### config.mk
export PLATFORM = sky130hd
export DESIGN_NAME = cpu_core_mc
export DESIGN_NICKNAME = d
export VERILOG_FILES = /design/src/rtl/cpu_core_mc.sv
export SDC_FILE = /design/constraint.sdc
export NUM_CORES = 1
export LEC_CHECK = 0
export ABC_CLOCK_PERIOD_IN_PS = 8100
export CORE_ASPECT_RATIO = 0.6
export CORE_MARGIN = 2
export CORE_UTILIZATION = 55
export DETAILED_ROUTE_END_ITERATION = 8
export PLACE_DENSITY = 0.77
export SLEW_MARGIN = 20
export SYNTH_ARGS = -nofsm -noshare
export SYNTH_HDL_FRONTEND = slang
export SYNTH_SLANG_ARGS = --single-unit
### constraint.sdc
create_clock -name clk -period 8.1 [get_ports clk]
set_input_delay 1.215 -clock clk [delete_from_list [all_inputs] [get_ports clk]]
set_output_delay 1.215 -clock clk [all_outputs]
set_load 0.1 [all_outputs]
### src/rtl/cpu_core_mc.sv
// rtl/cpu_core_mc.sv - multi-cycle core for the 9-bit ISA with synchronous-read instruction/data ports
module cpu_core_mc #(
  parameter int DW = 8,
  parameter int PW = 12,
  parameter int CW = 16
) (
  input  logic          clk,
  input  logic          reset,
  input  logic          start,
  input  logic [PW-1:0] start_pc,
  output logic [PW-1:0] imem_addr,
  input  logic [8:0]    imem_rdata,
  output logic [DW-1:0] dmem_addr,
  output logic [DW-1:0] dmem_wdata,
  output logic          dmem_we,
  input  logic [DW-1:0] dmem_rdata,
  output logic          busy,
  output logic          done,
  output logic [CW-1:0] cycle_cnt
);

  typedef enum logic [2:0] {IDLE, FETCH, EXEC, MEM, DONE} state_t;

  localparam logic [2:0] OP_ADD = 3'd0;
  localparam logic [2:0] OP_SUB = 3'd1;
  localparam logic [2:0] OP_AND = 3'd2;
  localparam logic [2:0] OP_SHL = 3'd3;
  localparam logic [2:0] OP_LDI = 3'd4;
  localparam logic [2:0] OP_MEM = 3'd5;
  localparam logic [2:0] OP_BR  = 3'd6;
  localparam logic [2:0] OP_MOV = 3'd7;

  state_t        state;
  logic [PW-1:0] pc;
  logic [DW-1:0] rf [8];
  logic          flag_c;
  logic          flag_z;
  logic          flag_l;
  logic [2:0]    ld_dst;

  logic [2:0]    op;
  logic [2:0]    fa;
  logic [2:0]    fb;
  logic [DW-1:0] ra;
  logic [DW-1:0] rb;
  logic [DW:0]   sum;
  logic [DW:0]   diff;
  logic [DW-1:0] and_res;
  logic [DW-1:0] shl_res;
  logic          is_halt;
  logic          br_taken;
  logic [PW-1:0] pc_inc;
  logic [PW-1:0] br_target;

  // Decode fields straight off the instruction port; only meaningful in EXEC.
  assign op        = imem_rdata[8:6];
  assign fa        = imem_rdata[5:3];
  assign fb        = imem_rdata[2:0];
  assign ra        = rf[fa];
  assign rb        = rf[fb];
  assign sum       = {1'b0, ra} + {1'b0, rb};
  assign diff      = {1'b0, ra} - {1'b0, rb};
  assign and_res   = ra & rb;
  assign shl_res   = {ra[DW-2:0], flag_c};
  assign is_halt   = (imem_rdata == 9'd0);
  assign br_taken  = fb[0] ? flag_l : ~flag_z;
  assign pc_inc    = pc + PW'(1);
  assign br_target = PW'(ra);

  assign imem_addr  = pc;
  assign dmem_addr  = rf[0];
  assign dmem_wdata = ra;
  // Store strobe depends on the word arriving in EXEC, so it cannot be registered.
  assign dmem_we    = (state == EXEC) && (op == OP_MEM) && fb[0];

  // Control FSM, register file, flags and run-cycle counter.
  always_ff @(posedge clk or posedge reset) begin
    if (reset) begin
      state     <= IDLE;
      pc        <= '0;
      flag_c    <= 1'b0;
      flag_z    <= 1'b0;
      flag_l    <= 1'b0;
      ld_dst    <= '0;
      cycle_cnt <= '0;
      busy      <= 1'b0;
      done      <= 1'b0;
      for (int i = 0; i < 8; i++) rf[i] <= '0;
    end else begin
      if (busy && (cycle_cnt != '1)) cycle_cnt <= cycle_cnt + CW'(1);
      case (state)
        IDLE, DONE: begin
          if (start) begin
            pc        <= start_pc;
            cycle_cnt <= '0;
            busy      <= 1'b1;
            done      <= 1'b0;
            state     <= FETCH;
          end
        end
        FETCH: state <= EXEC;
        EXEC: begin
          state <= FETCH;
          pc    <= pc_inc;
          case (op)
            OP_ADD: begin
              if (is_halt) begin
                state <= DONE;
                pc    <= pc;
                busy  <= 1'b0;
                done  <= 1'b1;
              end else begin
                rf[fa] <= sum[DW-1:0];
                flag_c <= sum[DW];
                flag_z <= (sum[DW-1:0] == '0);
              end
            end
            OP_SUB: begin
              rf[fa] <= diff[DW-1:0];
              flag_c <= diff[DW];
              flag_z <= (diff[DW-1:0] == '0);
              flag_l <= (ra < rb);
            end
            OP_AND: begin
              rf[fa] <= and_res;
              flag_z <= (and_res == '0);
            end
            OP_SHL: begin
              rf[fa] <= shl_res;
              flag_c <= ra[DW-1];
            end
            OP_LDI: rf[0] <= DW'(imem_rdata[5:0]);
            OP_MEM: begin
              // Loads wait one cycle in MEM for the synchronous data port.
              if (!fb[0]) begin
                ld_dst <= fa;
                pc     <= pc;
                state  <= MEM;
              end
            end
            OP_BR:  pc <= br_taken ? br_target : pc_inc;
            OP_MOV: rf[fa] <= rb;
            default: ;
          endcase
        end
        MEM: begin
          rf[ld_dst] <= dmem_rdata;
          pc         <= pc_inc;
          state      <= FETCH;
        end
        default: state <= IDLE;
      endcase
    end
  end

endmodule

==> results.sh <==
export IMPL_outcome="finished, final reports clean"
export IMPL_start_kind="primary input"
export IMPL_post_drt_wl_per_cell_um=26.6
export IMPL_vias_per_cell=7.30
export IMPL_hold_depth=2
export IMPL_htreeDepth=3
export IMPL_ant_nets=0
export IMPL_cts_resized_gates=0
export IMPL_worst_slew_pin_slew_ps=1130
export IMPL_cts_setup_buffers=0
export IMPL_r2r_start="rf[35]$_DFFE_PP0P_"
export IMPL_fp_dieH_um=101
export IMPL_grt_antenna_before_repair=0
export IMPL_synth_distinct_cells=75
export IMPL_seqCellArea_um2=2580
export IMPL_io_pins=79
export IMPL_p_total_uw=4450
export IMPL_syn_inst=1052
export IMPL_syn_area_per_cell_um2=8.18
export IMPL_rows=35
export IMPL_drt_initial_drc_count=1766
export IMPL_hp_class="reg2reg"
export IMPL_hold_viol_final=0
export IMPL_diodes=0
export IMPL_synth_edf_count=0
export IMPL_portBuffers=78
export IMPL_slew_headroom=0.245
export IMPL_cts_buffers=9
export IMPL_cp_end_kind="output port"
export IMPL_finalSetupViolCount=0
export IMPL_p_per_area_nw_per_um2=456
export IMPL_n_fill_cell=1363
export IMPL_synthFlopType="dfrtp_1"
export IMPL_grt_overflow=0
export IMPL_r2r_end="rf[5]$_DFFE_PP0P_"
export IMPL_clk_latency_ps=380
export IMPL_layout_nets=1141
export IMPL_peakVddDrop_v=0.000375
export IMPL_grt_max_degree=56
export IMPL_grt_setup_unrepaired="false"
export IMPL_fin_skew_ps=21.8
export IMPL_clkSinkCount=103
export IMPL_syn_num_nets=1104
export IMPL_grt_pass1_vias=8421
export IMPL_crit_type="in2out"
export IMPL_layout_drive_gt1_share=0.0786
export IMPL_stdcell_area_um2=9760
export IMPL_ys_ff_latch=103
export IMPL_clk_pin_slew_ps=70
export IMPL_whs_ps=534
export IMPL_grt_usage=0.416
export IMPL_leakage_uw=0.00380
export IMPL_grt_pass1_wl_mm=51.6
export IMPL_drtPass1Iterations=6
export IMPL_dieWidth_um=165
export IMPL_hold_start="done$_DFFE_PP0P_"
export IMPL_multi_input_area_um2=5600
export IMPL_initial_core_util=0.561
export IMPL_synthArstFlopShare=1.00
export IMPL_final_util=0.637
export IMPL_cp_data_required_time_ps=6880
export IMPL_area_growth_pct=13.5
export IMPL_r2r_slack_ps=3720
export IMPL_globalplace_congestion=1.07
export IMPL_synth_seq_area_share=0.300
export IMPL_fin_crit_ps=6110
export IMPL_fin_crit_sh=0.754
export IMPL_fin_setup_tns_ps=0
export IMPL_holdPathEnd="done$_DFFE_PP0P_"
export IMPL_maxCapViolCount=0
export IMPL_root_buffer="clkbuf_16"
export IMPL_r2r_cells=12
export IMPL_wl_mm=34.5
export IMPL_dp_hpwl_mm=25.5
export IMPL_core_um2=15300
export IMPL_drc=0
export IMPL_cts_hold_buf=0
export IMPL_ys_warn_count=0
export IMPL_cts_tree="built"
export IMPL_fp_dieArea_um2=16700
export IMPL_slew_viol_final=0
export IMPL_cp_max_fo=24
export IMPL_max_freq_mhz=164
export IMPL_synth_cell_area_um2=8600
export IMPL_clockBufferDepth=2
export IMPL_place_area_um2=9460
export IMPL_arrival_ps=4900
export IMPL_dr_total_vias=9471
## layout by cell type (no fill, tap or decap), drive strengths merged, types with 6 or more instances in the layout
master	count
a2111oi	10
a211oi	23
a21o	6
a21oi	98
a221o	10
a221oi	32
a22oi	7
a31oi	26
and2	6
and3	12
buf	20
clkbuf	10
clkdlybuf4s50	78
dfrtp	103
ha	18
inv	30
mux2	8
mux2i	27
mux4	23
nand2	103
nand2b	14
nand3	25
nor2	129
nor2b	9
nor3	21
nor4	12
o211ai	13
o21a	6
o21ai	89
o22ai	16
o31ai	9
or3	10
xnor2	14
xor2	11
## worst max-delay path, stage by stage
cell and delay [ps]:
clkdlybuf4s50_1 1180, and2_1 300, a22oi_1 100, o21ai_0 800, clkdlybuf4s50_1 1290
## where the power goes
| group | total, µW | internal [µW] | switching (µW) |
|---|---|---|---|
| sequential | 1020 | 720 | 296 |
| combinational | 2970 | 899 | 2070 |
| clock | 458 | 218 | 240 |
| total | 4450 | 1840 | 2610 |
## routing by layer
metal,up-vias,global-route usage,part of all wire
li1,4035,-,-
met1,4487,0.624,0.41
met2,852,0.518,0.37
met3,95,0.202,0.19
met4,2,0.106,0.027
met5,-,0.0303,0.0019
## registers in the layout (all words and copies together), names as in the netlist, 3 cells and up
signal / flops
cycle_cnt: 16
dmem_addr: 8
imem_addr: 12
ld_dst: 3
rf: 56
state: 3
## per-stage QoR
step	worst slack, ps	std cells
6_report	1990	1297
5_1_grt	2000	1297
4_1_cts	2140	1297
3_5_place_dp	2070	1281
3_3_place_gp	2150	1281
2_1_floorplan	1920	1052
## cell families (layout without fill, tap and decap cells)
logic type	Yosys count	after routing	synth area share
multiplexers	58	58	0.103
flip-flops	103	103	0.300
adder cells (fa/ha/maj)	20	20	0.0308
buffers and inverters	100	142	0.0512
AO/OA/AOI/OAI	380	380	0.293
XOR/XNOR	25	25	0.0255
AND/OR/NAND/NOR	366	366	0.197
## cell usage after synthesis, types with 10 or more instances
cell	count	area (µm²)
nor2_1	129	484
dfrtp_1	103	2580
nand2_1	103	387
a21oi_1	97	485
o21ai_0	86	430
clkbuf_1	41	154
a221oi_1	31	272
inv_1	27	101
a31oi_1	26	163
mux2i_1	26	260
nand3_1	25	125
a211oi_1	21	158
mux4_2	21	473
nor3_1	21	105
ha_1	18	225
o22ai_1	16	100
buf_2	15	75.1
nand2b_1	14	87.6
xnor2_1	14	123
and3_1	12	75.1
nor4_1	11	68.8
xor2_1	11	96.3
a221o_1	10	100
buf_4	10	75.1
or3_1	10	62.6
## worst max-delay path by stage
stage | slack, ps | endpoint | from
2_1_floorplan | 1920 | rf[23]$_DFFE_PP0P_ | imem_rdata[3]
3_3_place_gp | 2150 | rf[6]$_DFFE_PP0P_ | imem_rdata[5]
3_5_place_dp | 2070 | rf[6]$_DFFE_PP0P_ | imem_rdata[5]
4_1_cts | 2140 | dmem_wdata[7] | imem_rdata[5]
5_1_grt | 2000 | dmem_wdata[7] | imem_rdata[5]
6_report | 1990 | dmem_wdata[7] | imem_rdata[5]
## final cells by class
cell class | instances | area share
timing repair buffer | 98 | 0.0954
inverter | 28 | 0.0110
tap | 203 | 0.0260
clock buffer | 10 | 0.0235
sequential | 103 | 0.264
multi-input combinational | 849 | 0.574
clock inverter | 6 | 0.00654
No activity file was read; power rests on OpenSTA's default activity.
